**src/rtl/hist_eq_sequencer.sv**
```systemverilog
// Multi-frame ping-pong sequencer for the histogram-equalisation datapath.
// Overlaps input of frame k+1 with output of frame k; per-phase watchdog aborts stalls.
module hist_eq_sequencer #(
    parameter int unsigned CDF_W       = 20,
    parameter int unsigned PIXEL_COUNT = 65536,
    parameter int unsigned FRAME_W     = 8,
    parameter int unsigned TIMEOUT     = 2**20
) (
    input  logic               clock,
    input  logic               reset,
    input  logic               start,
    input  logic [FRAME_W-1:0] num_frames,
    input  logic               bypass,
    output logic               input_start,
    input  logic               input_done,
    input  logic               cdf_valid,
    input  logic [CDF_W-1:0]   cdf_min_in,
    output logic               input_base_offset,
    output logic               output_start,
    input  logic               output_done,
    output logic               output_base_offset,
    output logic [CDF_W-1:0]   cdf_min_out,
    output logic [CDF_W-1:0]   divisor,
    output logic [FRAME_W-1:0] frame_count,
    output logic               busy,
    output logic               done,
    output logic               error
);

    localparam int unsigned WD_W = $clog2(TIMEOUT + 1);

    typedef enum logic [2:0] {
        S_IDLE, S_IN_RUN, S_OVERLAP, S_OUT_DRAIN, S_FINISH
    } state_t;

    state_t             state_q, state_d;
    logic [FRAME_W-1:0] in_left_q, in_left_d;
    logic [FRAME_W-1:0] frame_count_q, frame_count_d;
    logic [CDF_W-1:0]   cdf_hold_q, cdf_hold_d;
    logic [CDF_W-1:0]   cdf_min_out_q, cdf_min_out_d;
    logic [CDF_W-1:0]   divisor_q, divisor_d;
    logic [WD_W-1:0]    wd_q, wd_d;
    logic bypass_q, bypass_d;
    logic cdf_seen_q, cdf_seen_d;
    logic in_seen_q, in_seen_d;
    logic out_seen_q, out_seen_d;
    logic in_bank_q, in_bank_d;
    logic out_bank_q, out_bank_d;
    logic input_start_q, input_start_d;
    logic output_start_q, output_start_d;
    logic done_q, done_d;
    logic error_q, error_d;

    logic             handoff;
    logic             wd_clr;
    logic [CDF_W-1:0] cdf_eff;

    always_comb begin
        state_d        = state_q;
        in_left_d      = in_left_q;
        frame_count_d  = frame_count_q;
        cdf_hold_d     = cdf_hold_q;
        cdf_min_out_d  = cdf_min_out_q;
        divisor_d      = divisor_q;
        bypass_d       = bypass_q;
        cdf_seen_d     = cdf_seen_q;
        in_seen_d      = in_seen_q;
        out_seen_d     = out_seen_q;
        in_bank_d      = in_bank_q;
        out_bank_d     = out_bank_q;
        error_d        = error_q;
        input_start_d  = 1'b0;
        output_start_d = 1'b0;
        done_d         = 1'b0;
        handoff        = 1'b0;
        wd_clr         = 1'b0;
        wd_d           = '0;
        cdf_eff        = cdf_seen_q ? cdf_hold_q : '0;

        case (state_q)
            S_IDLE: begin
                if (start) begin
                    state_d       = S_IN_RUN;
                    in_left_d     = (num_frames == '0) ? '0 : num_frames - FRAME_W'(1);
                    bypass_d      = bypass;
                    frame_count_d = '0;
                    error_d       = 1'b0;
                    cdf_seen_d    = 1'b0;
                    in_seen_d     = 1'b0;
                    out_seen_d    = 1'b0;
                    in_bank_d     = 1'b0;
                    input_start_d = 1'b1;
                end
            end
            S_IN_RUN: begin
                if (in_seen_q) begin
                    handoff = 1'b1;
                end else if (input_done) begin
                    in_seen_d = 1'b1;
                    wd_clr    = 1'b1;
                end
            end
            S_OVERLAP: begin
                if (in_seen_q && out_seen_q) begin
                    handoff = 1'b1;
                end else begin
                    if (input_done && !in_seen_q) begin
                        in_seen_d = 1'b1;
                        wd_clr    = 1'b1;
                    end
                    if (output_done && !out_seen_q) begin
                        out_seen_d    = 1'b1;
                        frame_count_d = frame_count_q + FRAME_W'(1);
                        wd_clr        = 1'b1;
                    end
                end
            end
            S_OUT_DRAIN: begin
                if (output_done) begin
                    frame_count_d = frame_count_q + FRAME_W'(1);
                    state_d       = S_FINISH;
                    done_d        = 1'b1;
                end
            end
            S_FINISH: state_d = S_IDLE;
            default:  state_d = S_IDLE;
        endcase

        if ((state_q == S_IN_RUN || state_q == S_OVERLAP) && cdf_valid) begin
            cdf_hold_d = cdf_min_in;
            cdf_seen_d = 1'b1;
        end

        // Handoff is deferred one clock after the done flags latch, giving the
        // two-cycle input_done -> output_start latency.
        if (handoff) begin
            if (!cdf_seen_q) error_d = 1'b1;
            if (bypass_q) begin
                cdf_min_out_d = '0;
                divisor_d     = CDF_W'(PIXEL_COUNT);
            end else if (cdf_eff >= CDF_W'(PIXEL_COUNT)) begin
                error_d       = 1'b1;
                cdf_min_out_d = '0;
                divisor_d     = CDF_W'(1);
            end else begin
                cdf_min_out_d = cdf_eff;
                divisor_d     = CDF_W'(PIXEL_COUNT) - cdf_eff;
            end
            in_seen_d      = 1'b0;
            out_seen_d     = 1'b0;
            out_bank_d     = in_bank_q;
            output_start_d = 1'b1;
            if (in_left_q != '0) begin
                in_left_d     = in_left_q - FRAME_W'(1);
                in_bank_d     = ~in_bank_q;
                input_start_d = 1'b1;
                cdf_seen_d    = 1'b0;
                state_d       = S_OVERLAP;
            end else begin
                state_d = S_OUT_DRAIN;
            end
        end

        if ((state_q == S_IN_RUN || state_q == S_OVERLAP || state_q == S_OUT_DRAIN) &&
            state_d == state_q && !handoff && !wd_clr && wd_q == WD_W'(TIMEOUT - 1)) begin
            error_d = 1'b1;
            state_d = S_FINISH;
            done_d  = 1'b1;
        end

        if (state_d != state_q || handoff || wd_clr || state_q == S_IDLE)
            wd_d = '0;
        else
            wd_d = wd_q + WD_W'(1);
    end

    always_ff @(posedge clock or posedge reset) begin
        if (reset) begin
            state_q        <= S_IDLE;
            in_left_q      <= '0;
            frame_count_q  <= '0;
            cdf_hold_q     <= '0;
            cdf_min_out_q  <= '0;
            divisor_q      <= '0;
            wd_q           <= '0;
            bypass_q       <= 1'b0;
            cdf_seen_q     <= 1'b0;
            in_seen_q      <= 1'b0;
            out_seen_q     <= 1'b0;
            in_bank_q      <= 1'b0;
            out_bank_q     <= 1'b0;
            input_start_q  <= 1'b0;
            output_start_q <= 1'b0;
            done_q         <= 1'b0;
            error_q        <= 1'b0;
        end else begin
            state_q        <= state_d;
            in_left_q      <= in_left_d;
            frame_count_q  <= frame_count_d;
            cdf_hold_q     <= cdf_hold_d;
            cdf_min_out_q  <= cdf_min_out_d;
            divisor_q      <= divisor_d;
            wd_q           <= wd_d;
            bypass_q       <= bypass_d;
            cdf_seen_q     <= cdf_seen_d;
            in_seen_q      <= in_seen_d;
            out_seen_q     <= out_seen_d;
            in_bank_q      <= in_bank_d;
            out_bank_q     <= out_bank_d;
            input_start_q  <= input_start_d;
            output_start_q <= output_start_d;
            done_q         <= done_d;
            error_q        <= error_d;
        end
    end

    assign input_start        = input_start_q;
    assign input_base_offset  = in_bank_q;
    assign output_start       = output_start_q;
    assign output_base_offset = out_bank_q;
    assign cdf_min_out        = cdf_min_out_q;
    assign divisor            = divisor_q;
    assign frame_count        = frame_count_q;
    assign busy               = (state_q != S_IDLE);
    assign done               = done_q;
    assign error              = error_q;

endmodule
```
**config.mk**
```make
export PLATFORM = sky130hd
export DESIGN_NAME = hist_eq_sequencer
export DESIGN_NICKNAME = d
export VERILOG_FILES = /design/src/rtl/hist_eq_sequencer.sv
export SDC_FILE = /design/constraint.sdc
export NUM_CORES = 1
export LEC_CHECK = 0
export ABC_CLOCK_PERIOD_IN_PS = 10400
export CORE_ASPECT_RATIO = 0.6
export CORE_MARGIN = 2
export CORE_UTILIZATION = 43
export DETAILED_ROUTE_END_ITERATION = 16
export PLACE_DENSITY = 0.65
export SYNTH_ARGS = -nofsm -noshare
export SYNTH_HDL_FRONTEND = slang
export SYNTH_SLANG_ARGS = --single-unit
```
**constraint.sdc**
```tcl
create_clock -name clock -period 10.4 [get_ports clock]
set_input_delay 2.08 -clock clock [delete_from_list [all_inputs] [get_ports clock]]
set_output_delay 2.08 -clock clock [all_outputs]
set_load 0.01 [all_outputs]
```
==> impl_metrics.py, run 1 <==
metrics = {
    "power_and_ir_drop": {
        "comb_power_share_pct": 39.6,
        "pwr-share-clk_pct": 18.9,
        "pwr-share-seq_pct": 41.4,
        "power.internal_mw": 1.05,
        "fin_total_pwr_mw": 1.70,
        "switching_share_pct": 38.4,
        "leakagePower_nw": 2.66,
        "p_per_area_nw_per_um2": 254,
        "switching_power_mw": 0.652,
        "ir_drop_mv": 0.111,
    },
    "synth": {
        "synth_top_area_share_pct": 51.4,
        "synth_fp_nets": 547,
        "synth_edf_count": 0,
        "syn_inst": 506,
        "synth_area_per_cell_um2": 10.6,
        "yosys-top-cells-area": "dfrtp_1 51%, mux2_2 4.4%, a22o_1 3.1%",
        "async_reset_ff_share_pct": 100,
        "ys_seq_area_share_pct": 51.4,
        "yosys.cell_types.count": 60,
        "ys_ff_latch": 110,
        "yosysTopAreaCell": "dfrtp_1",
        "syn_area_um2": 5350,
        "yosys_most_used_dff": "dfrtp_1",
        "ys_warn_count": 0,
    },
    "sta": {
        "tightest_slew_ns": 1.14,
        "skew_ns": 0.00872,
        "slew_headroom_pct": 23.6,
        "grt_setup_unrepaired": "no",
        "finalHoldViolCount": 0,
        "finalMaxSlewViolations": 0,
        "finalSetupViolCount": 0,
        "fin_crit_ns": 4.23,
        "fmax_mhz": 236,
        "timing.final.crit_share_pct": 40.7,
        "worst_slack_ns": 6.17,
        "fin_tns_setup_ns": 0,
    },
    "final_layout": {
        "final_cell_area_um2": 6680,
        "fin_util_pct": 55.2,
        "synthToLayoutAreaGrowth_pct": 24.9,
        "drive_above_1_share_pct": 9.34,
        "nNetsFinal": 626,
        "register_area_um2": 2750,
        "fill_cells": 1086,
        "antenna_cells": 0,
        "multi_input_area_um2": 2430,
    },
    "die": {
        "die_area_um2": 13400,
        "initial_core_util_pct": 44.2,
        "core_um2": 12100,
        "dieHeight_um": 90.4,
        "boundaryPins": 90,
        "fp.dieW_um": 148,
        "rows": 31,
    },
    "global_routing": {
        "grt_util_all_layers_pct": 19.5,
        "antenna_found_initial": 0,
        "overflow": 0,
        "grt_max_degree": 71,
        "grt_pass1_vias": 4060,
        "grt_pass1_wl_um": 21000,
    },
    "clock_tree": {
        "numCtsBuffers": 9,
        "cts_num_sinks": 110,
        "clock_latency_ns": 0.35,
        "cts_buffer_depth": 2,
        "postCtsSetupBuffers": 0,
        "cts_resized": 0,
        "cts_tree": "done",
        "cts_max_level": 3,
        "cts-root-buf": "clkbuf_16",
        "cts_hold_buf": 0,
        "path_clk_slew_ns": 0.07,
    },
    "critical_path": {
        "worstSetupEndpointType": "flip-flop",
        "reg2reg_depth": 5,
        "path_max_fanout": 18,
        "worstPathRequired_ns": 10.56,
        "path_class": "in -> reg",
        "cp.arrival_ns": 4.40,
        "r2r-start": "wd_q[0]$_DFF_PP0_",
        "r2r_slack_ns": 7.70,
        "r2r-end": "wd_q[15]$_DFF_PP0_",
        "start_kind": "primary input",
    },
    "placed_design": {
        "dp_slack_ns": 5.82,
        "io_buffers": 89,
        "gp_congestion": 0.882,
        "hpwl_um": 8700,
        "dpl_cell_area_um2": 6410,
    },
    "drt": {
        "routed_wl_um": 12600,
        "vias": 4326,
        "drt-wirelength-per-cell_um": 16.7,
        "avgViaCountPerCell": 5.74,
        "drtPass1Iterations": 5,
        "ant_nets": 0,
        "drcViolationCount": 0,
        "drt_iter0_drc": 256,
    },
    "worst_hold_path": {
        "hold_path_class": "reg -> reg",
        "holdPathEnd": "divisor[4]$_DFFE_PP0N_",
        "min_from": "divisor[4]$_DFFE_PP0N_",
        "hold_depth": 2,
    },
    "outcome": {
        "status": "complete, no violations",
    },
    "job": {
        "cap_violations": 0,
    },
}
## synth_stat cells (4+ instances only)
cell type / count
o311ai_0: 5
a211oi_1: 9
a32o_1: 9
a31oi_1: 5
mux2_2: 21
ha_1: 6
xor2_1: 6
nor3b_1: 4
nand4_1: 6
xnor2_1: 13
o31ai_1: 7
clkbuf_1: 20
nor4b_1: 4
mux2i_1: 10
a22o_1: 19
or4_1: 12
o21ai_0: 21
or3_1: 10
inv_1: 21
nand2_1: 36
nor4_1: 9
nor2_1: 19
a21oi_1: 15
and2_1: 8
dfrtp_1: 110
nor2b_1: 5
buf_2: 6
nor3_1: 25
a32oi_1: 4
nand2b_1: 8
nand3_1: 16
## worst max-delay path, stage by stage
cell             delay [ns]
clkdlybuf4s50_1        0.52
and3_1                 0.25
or4_1                  0.46
nor3_2                 0.95
a211oi_1               0.13
## sequential cells by signal, indices dropped and copies added (netlist names), 3 cells and up
signal,cells
cdf_min_out,20
in_left_q,8
frame_count,8
wd_q,21
state_q,3
cdf_hold_q,20
divisor,20
## power by group through the flow
stage          sequential, mW  combinational [mW]  clock [mW]
2_1_floorplan           0.674               0.433           0
3_3_place_gp            0.705               0.661           0
3_5_place_dp            0.709               0.671           0
4_1_cts                 0.703               0.676       0.332
5_1_grt                 0.728               0.738       0.349
6_report                0.704               0.673       0.322
## layout make-up
type / instances / share of cell area (%)
Clock buffer: 9 / 3.37
Clock inverter: 6 / 0.730
Inverter: 21 / 1.22
Multi-Input combinational cell: 348 / 36.4
Sequential cell: 110 / 41.2
Tap cell: 165 / 3.09
Timing Repair Buffer: 95 / 14.0
## logic make-up after synthesis
| family | Yosys count | synth area share [%] |
|---|---|---|
| flip-flops | 110 | 51.4 |
| AO/OA/AOI/OAI | 118 | 16.2 |
| buffers and inverters | 48 | 3.51 |
| AND/OR/NAND/NOR | 174 | 18.1 |
| adder cells (fa/ha/maj) | 6 | 1.40 |
| multiplexers | 31 | 6.29 |
| XOR/XNOR | 19 | 3.11 |
## placed cells by master, fill, tap and decap left out, types with 10 or more instances in the layout
cell type / netlist / routed
nand2_1: 36 / 36
nand3_1: 16 / 16
xnor2_1: 13 / 13
a21oi_1: 15 / 15
inv_1: 21 / 20
nor3_1: 25 / 24
dfrtp_1: 110 / 110
nor2_1: 19 / 19
mux2i_1: 10 / 10
or3_1: 10 / 10
mux2_2: 21 / 21
clkdlybuf4s50_1: 0 / 89
or4_1: 12 / 12
o21ai_0: 21 / 20
a22o_1: 19 / 19
## stage by stage
step	hold slack, ns	cells
2_1_floorplan	0.456	506
6_report	0.487	754
4_1_cts	0.486	754
5_1_grt	0.502	754
3_5_place_dp	0.470	739
3_3_place_gp	0.462	739
## worst max-delay path by stage
stage           startpoint                    to  depth (start not counted)
2_1_floorplan        reset  bypass_q$_DFFE_PP0P_                          1
3_3_place_gp   output_done  state_q[0]$_DFF_PP0_                          5
3_5_place_dp   output_done     wd_q[4]$_DFF_PP0_                          5
4_1_cts        output_done    wd_q[12]$_DFF_PP0_                          5
5_1_grt        output_done    wd_q[11]$_DFF_PP0_                          5
6_report       output_done    wd_q[15]$_DFF_PP0_                          5
## metal layers
layer	wire length, um	track usage (%)	part of all wire, %	up-vias
li1	-	-	-	2058
met1	6520	30.6	52	2112
met2	5130	26.1	41	140
met3	776	4.85	6.2	16
met4	187	5.71	1.5	0
met5	0	0	0	-
(Power assumes the default switching activity.)
==> run 2, diff against run 1 <==
- ABC_CLOCK_PERIOD_IN_PS: 10400 -> 3900
- clock period: 10.4 -> 3.9 ns (I/O delays scaled with it)
==> run 2 against run 1 <==
  * Critical path depth is 2 lower
  * Non-clock buffer count is 1 higher
  * Largest power group unchanged
  * Clock power grew to 2.8 times the previous value
  * Highest routed layer unchanged
  * Sequential cell count unchanged
  * Via count is 0.25% lower
  * Setup slack worse by 5.1 ns
==> impl_metrics.py, run 2 (synthesized netlist as in run 1, its figures left out) <==
metrics = {
    "outcome": {
        "status": "complete, no violations",
    },
    "sta": {
        "grt_setup_unrepaired": "no",
        "tightest_slew_ns": 0.878,
        "fmax_mhz": 352,
        "fin_crit_ns": 2.84,
        "skew_ns": 0.00624,
        "slew_headroom_pct": 41.5,
        "fin_tns_setup_ns": 0,
        "finalHoldViolCount": 0,
        "finalSetupViolCount": 0,
        "finalMaxSlewViolations": 0,
        "timing.final.crit_share_pct": 72.9,
    },
    "critical_path": {
        "worstPathRequired_ns": 3.12,
        "r2r_slack_ns": 1.27,
        "r2r-start": "cdf_seen_q$_DFF_PP0_",
        "path_class": "reg -> out",
        "cp.arrival_ns": 2.06,
        "r2r-end": "divisor[12]$_DFFE_PP0N_",
        "crit_slowest_cell": "dfrtp_1",
        "max_stage_delay_ns": 0.73,
        "cp_top_family": "buffers and inverters",
        "reg2reg_depth": 5,
        "path_cells": "inv_1, nand2_1, clkdlybuf4s50_1",
        "path_max_fanout": 19,
        "crit_buf_inv": 2,
        "worstSetupEndpointType": "output pin",
        "start_kind": "flip-flop",
    },
    "drt": {
        "drt_iter0_drc": 321,
        "avgViaCountPerCell": 5.71,
        "drtPass1Iterations": 5,
        "drcViolationCount": 0,
        "vias": 4315,
        "drt-wirelength-per-cell_um": 17.0,
        "routed_wl_um": 12900,
        "ant_nets": 0,
    },
    "power_and_ir_drop": {
        "p_per_area_nw_per_um2": 683,
        "fin_total_pwr_mw": 4.59,
        "leakagePower_nw": 2.69,
        "ir_drop_mv": 0.361,
    },
    "clock_tree": {
        "postCtsSetupBuffers": 0,
        "cts_max_level": 3,
        "cts-root-buf": "clkbuf_16",
        "cts_hold_buf": 0,
        "cts_buffer_depth": 2,
        "numCtsBuffers": 9,
        "cts_resized": 0,
        "clock_latency_ns": 0.35,
        "cts_tree": "done",
        "cts_num_sinks": 110,
        "path_clk_slew_ns": 0.08,
    },
    "final_layout": {
        "antenna_cells": 0,
        "largest-register": "wd_q",
        "fill_cells": 1055,
        "nNetsFinal": 627,
        "multi_input_area_um2": 2430,
        "most-common-layout-cells": "110 x dfrtp_1, 89 x clkdlybuf4s50_1, 36 x nand2_1",
        "layout_commonest_cell": "dfrtp_1",
        "synthToLayoutAreaGrowth_pct": 25.6,
        "register_area_um2": 2750,
        "drive_above_1_share_pct": 9.48,
        "largest_reg_flops": 21,
    },
    "global_routing": {
        "grt_pass1_wl_um": 21400,
        "grt_util_all_layers_pct": 19.9,
        "antenna_found_initial": 0,
        "grt_max_degree": 58,
        "grt_pass1_vias": 4098,
        "overflow": 0,
    },
    "worst_hold_path": {
        "hold_path_class": "reg -> reg",
        "holdPathEnd": "output_base_offset$_DFFE_PP0N_",
        "hold_depth": 2,
        "min_from": "output_base_offset$_DFFE_PP0N_",
    },
    "placed_design": {
        "io_buffers": 89,
        "hpwl_um": 8890,
        "gp_congestion": 0.880,
    },
    "die": {
        "die_area_um2": 13400,
        "core_um2": 12100,
        "dieHeight_um": 90.4,
        "initial_core_util_pct": 44.2,
        "fp.dieW_um": 148,
        "rows": 31,
        "boundaryPins": 90,
    },
    "job": {
        "cap_violations": 0,
    },
}
==> run 2: cell types whose count changed in the layout (fill, tap and decap cells not counted), sizes merged <==
cell      previous run  this run
clkinvlp             3         0
inv                 22        25
buf                  6         7
clkbuf               9        10
==> run 2: metal layers <==
metal | up-vias | share of wire (%) | GRT usage (%)
met5 | - | 0 | 0
met4 | 0 | 1.1 | 3.97
met3 | 12 | 5.3 | 4.49
met2 | 118 | 42 | 27.5
met1 | 2125 | 52 | 31.6
li1 | 2060 | - | -
==> run 2: worst max-delay path by stage <==
| stage | from | endpoint | slack (ns) | cells after the start |
|---|---|---|---|---|
| after floorplan | reset | bypass_q$_DFFE_PP0P_ | 0.22 | 1 |
| after global placement | start | in_left_q[4]$_DFF_PP0_ | 0.92 | 5 |
| after detailed placement | start | in_left_q[4]$_DFF_PP0_ | 0.84 | 5 |
| after CTS | state_q[2]$_DFF_PP0_ | busy | 1.09 | 3 |
| after global routing | state_q[2]$_DFF_PP0_ | busy | 0.92 | 3 |
| final | state_q[2]$_DFF_PP0_ | busy | 1.06 | 3 |
==> run 2: area by class of cell <==
type	count	share of cell area (%)
Multi-Input combinational cell	348	36.2
Tap cell	165	3.07
Clock inverter	6	0.931
Inverter	21	1.21
Sequential cell	110	41.0
Timing Repair Buffer	96	14.2
Clock buffer	10	3.41
==> run 2: report_power, final <==
part,switching (mW),internal [mW],leakage (nW),total (mW)
clock,0.445,0.452,0.143,0.897
combinational,0.934,0.875,1.11,1.81
sequential,0.398,1.48,1.44,1.88
==> run 2: through the flow <==
stage	instance area, um^2	std cells	worst slack, ns	util [%]	hold slack, ns
finish	6720	756	1.06	55.5	0.477
CTS	6720	756	1.09	55.5	0.486
global placement	6430	740	0.919	53.1	0.462
detailed placement	6430	740	0.838	53.1	0.466
floorplan	5350	506	0.218	-	0.456
global route	6720	756	0.920	55.5	0.516
==> run 2: worst reg2reg max path, delay by kind of cell, from the launching register on <==
| family | cells | cell delay, ns |
|---|---|---|
| AND/OR/NAND/NOR | 2 | 0.93 |
| AO/OA/AOI/OAI | 2 | 0.66 |
| flip-flops | 1 | 0.60 |
| adder cells (fa/ha/maj) | 1 | 0.33 |
==> run 3, diff against run 2 <==
- ABC_CLOCK_PERIOD_IN_PS: 3900 -> 2500
- PLACE_DENSITY: 0.65 -> 0.67
- clock period: 3.9 -> 2.5 ns (I/O delays scaled with it)
==> run 3 against run 2 <==
  * Clock power grew 66%
  * Count of clock-buffer cells in the layout is the same
  * Register-to-register slack lost 1.1 ns
  * Total power grew 63%
  * Combinational power grew 72%
  * Clock skew grew 0.0027 ns
  * Global-route usage grew 1.1 points
  * Die area is the same
  * Setup slack lost 0.87 ns
  * Critical endpoint is now divisor[13]$_DFFE_PP0N_
  * Largest cell class unchanged
==> impl_metrics.py, run 3 (synthesized netlist as in run 1, its figures left out) <==
metrics = {
    "power_and_ir_drop": {
        "leakagePower_nw": 2.81,
        "fin_total_pwr_mw": 7.48,
        "ir_drop_mv": 0.480,
        "p_per_area_nw_per_um2": 1080,
    },
    "final_layout": {
        "fin_util_pct": 57.2,
        "multi_input_area_um2": 2440,
        "register_area_um2": 2750,
        "drive_above_1_share_pct": 12.7,
        "fill_cells": 1030,
        "layout_commonest_cell": "dfrtp_1",
        "antenna_cells": 0,
        "nNetsFinal": 649,
        "synthToLayoutAreaGrowth_pct": 29.3,
        "largest-register": "wd_q",
        "largest_reg_flops": 21,
        "most-common-layout-cells": "110 x dfrtp_1, 89 x clkdlybuf4s50_1, 36 x nand2_1",
    },
    "clock_tree": {
        "clock_latency_ns": 0.35,
        "cts_max_level": 3,
        "path_clk_slew_ns": 0.08,
        "cts_num_sinks": 110,
        "cts_hold_buf": 0,
        "cts_tree": "done",
        "numCtsBuffers": 9,
        "cts-root-buf": "clkbuf_16",
        "cts_buffer_depth": 2,
    },
    "critical_path": {
        "cp.arrival_ns": 2.54,
        "worstSetupEndpointType": "flip-flop",
        "path_cells": "or4_1, or4_4, or3_1, a32o_1",
        "crit_slowest_cell": "or4_1",
        "path_max_fanout": 5,
        "start_kind": "flip-flop",
        "worstPathRequired_ns": 2.73,
        "max_stage_delay_ns": 0.62,
        "path_class": "reg -> reg",
    },
    "drt": {
        "vias": 4452,
        "wl_met1_um": 6980,
        "drt_iter0_drc": 339,
        "wl_met2_um": 5740,
        "drcViolationCount": 0,
        "avgViaCountPerCell": 5.72,
        "drt-wirelength-per-cell_um": 17.5,
        "routed.top_layer": "met4",
        "wl_met3_um": 759,
        "ant_nets": 0,
        "drtPass1Iterations": 6,
        "routed_wl_um": 13600,
    },
    "sta": {
        "grt_setup_unrepaired": "no",
        "finalMaxSlewViolations": 0,
        "tightest_slew_ns": 0.574,
        "skew_ns": 0.00892,
        "whs_ns": 0.488,
        "slew_headroom_pct": 61.5,
        "finalSetupViolCount": 0,
        "finalHoldViolCount": 0,
        "timing.final.crit_share_pct": 92.3,
        "fin_crit_ns": 2.31,
        "worst_slack_ns": 0.192,
        "fmax_mhz": 433,
        "fin_tns_setup_ns": 0,
    },
    "global_routing": {
        "grt_util_all_layers_pct": 21.0,
        "antenna_found_initial": 0,
        "overflow": 0,
        "grt_pass1_vias": 4339,
        "grt_max_degree": 83,
        "grt_pass1_wl_um": 22600,
    },
    "placed_design": {
        "gp_congestion": 0.847,
        "io_buffers": 89,
        "dp_slack_ns": 0.0127,
        "hpwl_um": 9470,
    },
    "outcome": {
        "status": "complete, no violations",
    },
    "die": {
        "dieHeight_um": 90.4,
        "fp.dieW_um": 148,
        "initial_core_util_pct": 44.2,
        "die_area_um2": 13400,
        "core_um2": 12100,
        "boundaryPins": 90,
        "rows": 31,
    },
    "job": {
        "cap_violations": 0,
    },
    "worst_hold_path": {
        "hold_path_class": "reg -> reg",
    },
}
==> run 3: critical path, delay by kind of cell, from the launching register on <==
| kind | cells | cell delay (ns) |
|---|---|---|
| flops | 1 | 0.43 |
| simple gates | 3 | 1.49 |
| compound gates | 1 | 0.27 |
==> run 3: path summary, 6_finish.rpt <==
check,slack (ns),start,cells after the start,endpoint
worst max register to register,0.19,cdf_hold_q[7]$_DFFE_PP0P_,4,divisor[13]$_DFFE_PP0N_
max in group asynchronous,1.50,reset,3,cdf_seen_q$_DFF_PP0_
min in group asynchronous,0.61,reset,3,divisor[3]$_DFFE_PP0N_
worst min-delay path,0.49,cdf_min_out[17]$_DFFE_PP0N_,1,cdf_min_out[17]$_DFFE_PP0N_
worst max-delay path,0.19,cdf_hold_q[7]$_DFFE_PP0P_,4,divisor[13]$_DFFE_PP0N_
worst min register to register,0.49,cdf_min_out[17]$_DFFE_PP0N_,1,cdf_min_out[17]$_DFFE_PP0N_
==> run 3: layout make-up <==
| cell class | instances | area share (%) |
|---|---|---|
| Multi-Input combinational cell | 348 | 35.2 |
| Clock inverter | 6 | 1.10 |
| Sequential cell | 110 | 39.8 |
| Tap cell | 165 | 2.98 |
| Clock buffer | 10 | 3.31 |
| Timing Repair Buffer | 118 | 16.4 |
| Inverter | 21 | 1.19 |
==> run 3: repair_timing <==
action / 4_1_cts / 5_1_grt
resized for setup: 0 / 1
endpoints found under the setup margin: 0 / 8
buffers inserted: 0 / 0
==> run 3: through the flow <==
step                cell area, um^2  instances
global placement               6610        762
detailed placement             6610        762
finish                         6920        778
CTS                            6910        778
floorplan                      5350        506
global route                   6920        778
==> run 3: power breakdown <==
part	internal [mW]	switching [mW]	total, mW
sequential	2.32	0.550	2.87
combinational	1.51	1.61	3.12
clock	0.799	0.692	1.49
total	4.63	2.85	7.48
==> run 3: metal layers <==
layer | up-vias | track usage [%]
met5 | - | 0
met4 | 0 | 5.32
met3 | 13 | 4.24
met2 | 153 | 29.5
met1 | 2195 | 32.8
li1 | 2091 | -
==> edit, RTL diff (config.mk and constraints of run 1) <==
`PIXEL_COUNT`: 65536 -> 49152.
--- a/src/rtl/hist_eq_sequencer.sv
+++ b/src/rtl/hist_eq_sequencer.sv
@@ -2,7 +2,7 @@
 // Overlaps input of frame k+1 with output of frame k; per-phase watchdog aborts stalls.
 module hist_eq_sequencer #(
     parameter int unsigned CDF_W       = 20,
-    parameter int unsigned PIXEL_COUNT = 65536,
+    parameter int unsigned PIXEL_COUNT = 49152,
     parameter int unsigned FRAME_W     = 8,
     parameter int unsigned TIMEOUT     = 2**20
 ) (
Check against the original RTL: not equivalent (a bounded check fails within 4 cycles, from zero or initial values and one cycle with reset high).
==> edit against run 1 <==
- via count down 5.6%
- critical path type is now flop to output port
- area after synthesis about the same
- design area about the same
- sequential cell count unchanged
- clock skew up 0.0013 ns
- worst setup slack better by 0.12 ns
- combinational power down 8.2%
- synthesized cell count down 1.8%
- die area about the same
- wire length down 3.8%
- power down 1.6%
==> edit: results (changes against run 1) <==
<table>
<tr><th>Metric</th><th>Value</th></tr>
<tr><th colspan="2">Run status</th></tr>
<tr><td>Status</td><td>completed</td></tr>
<tr><th colspan="2">Drt</th></tr>
<tr><td>Total via count in the routed design</td><td>4082 (-5.6%)</td></tr>
<tr><td>First drt pass iteration count</td><td>6 (+1)</td></tr>
<tr><th colspan="2">Worst setup path</th></tr>
<tr><td>Cells on worst reg2reg path</td><td>6 (+1)</td></tr>
<tr><td>Crit Path Max Fanout</td><td>23 (+5)</td></tr>
<tr><td>Worst reg2reg startpoint</td><td>state_q[1]</td></tr>
<tr><td>Arrival time of data at the critical path endpoint</td><td>2.03 ns (-2.37 ns)</td></tr>
<tr><td>Launch point of the worst path</td><td>state_q[2]</td></tr>
<tr><td>Worst reg-to-reg setup slack</td><td>7.55 ns (-0.15 ns)</td></tr>
<tr><th colspan="2">Place</th></tr>
<tr><td>Global placement routability congestion</td><td>0.858 (-2.7%)</td></tr>
<tr><td>Estimated wirelength of the detail-placed design</td><td>8600 µm (-1.0%)</td></tr>
<tr><th colspan="2">Synthesis</th></tr>
<tr><td>Proportion of synthesized area in mux cells</td><td>4.96% (-1.3 points)</td></tr>
<tr><td>Synthesized-area fraction occupied by xor and xnor cells</td><td>5.89% (+2.8 points)</td></tr>
<tr><td>Post-synth cell types</td><td>65 (+8.3%)</td></tr>
<tr><td>Number of nets produced by synthesis</td><td>538 (-1.6%)</td></tr>
<tr><td>Most used standard cells in the synthesized netlist</td><td>dfrtp_1 (110), nor2_1 (49), nand2_1 (47), a22o_1 (26), xnor2_1 (22)</td></tr>
<tr><td>Adder-cell share of the synthesized area</td><td>1.40% (about the same)</td></tr>
<tr><td>Most area-consuming cells after synthesis</td><td>dfrtp_1 (51%), a22o_1 (4.3%), mux2_2 (4.2%)</td></tr>
<tr><th colspan="2">Cells and area</th></tr>
<tr><td>Share of post-route cells with drive strength above 1</td><td>11.1% (+1.8 points)</td></tr>
<tr><td>Fill cell instance count of the final layout</td><td>1058 (-2.6%)</td></tr>
<tr><td>Finished Layout Cells</td><td>749 (-0.66%)</td></tr>
<tr><td>Area growth, synth to finish</td><td>25.0% (about the same)</td></tr>
<tr><th colspan="2">Power and ir drop</th></tr>
<tr><td>Largest voltage drop on the vdd net</td><td>110 µV (-1.5%)</td></tr>
<tr><td>Relative contribution of sequential cells to total power</td><td>40.9% (-0.5 points)</td></tr>
<tr><td>Clock network power consumption</td><td>0.000370 W (+15%)</td></tr>
<tr><td>Fraction of power consumed by the clock network</td><td>22.2% (+3.3 points)</td></tr>
<tr><td>Internal Power</td><td>0.00104 W (-0.71%)</td></tr>
<tr><th colspan="2">GRT</th></tr>
<tr><td>Vias in the first global route</td><td>3982 (-1.9%)</td></tr>
<tr><td>Global-route wire length before repair</td><td>20400 µm (-2.5%)</td></tr>
<tr><td>Total GRT Usage</td><td>18.9% (-0.56 points)</td></tr>
<tr><td>Pin count of the biggest net entering global routing</td><td>57 (-20%)</td></tr>
<tr><th colspan="2">Timing</th></tr>
<tr><td>Worst clock skew on the final layout</td><td>0.0101 ns (+0.00135 ns)</td></tr>
</table>
edit: area by class of cell:
cell class / instances / area share (%)
clock buffers: 10 / 3.57
clock inverters: 5 / 1.25
inverters: 15 / 0.879
multi-input cells: 352 / 36.4
flip-flops and latches: 110 / 41.2
well taps: 165 / 3.09
repair buffers: 92 / 13.7
edit: through the flow:
step                      setup WS (ns)  hold WS, ns
after detailed placement           6.11        0.470
after global routing               6.22        0.506
after global placement             6.24        0.461
final                              6.29        0.483
after CTS                          6.29        0.492
after floorplan                    5.42        0.453
edit: worst min-delay path by stage:
stage / start / endpoint / slack [ns] / cells after the start
floorplan: wd_q[0] / wd_q[0] / 0.45 / 1
finish: divisor[16] / divisor[16] / 0.48 / 1
CTS: divisor[19] / divisor[19] / 0.49 / 1
detailed placement: divisor[19] / divisor[19] / 0.47 / 1
global route: divisor[19] / divisor[19] / 0.51 / 1
global placement: output_base_offset / output_base_offset / 0.46 / 2
edit: critical path, cell delays in order, from the launching register on:
cell and delay, ns:
dfrtp_1 0.64, or3_2 0.54, clkdlybuf4s50_1 0.50
edit: logic make-up (layout without fill, tap and decap cells):
logic type	Yosys count	count (layout)
flops	110	110
fa+ha+maj	6	6
compound gates	89	89
xor+xnor	36	36
mux	24	24
buf+inv	35	122
simple gates	197	197
edit: per-layer routing:
metal	track usage [%]	up-vias	wire [µm]
li1	-	1953	-
met1	28.9	2015	6070
met2	26.7	109	5190
met3	5.40	5	806
met4	3.57	0	69
met5	0	-	0
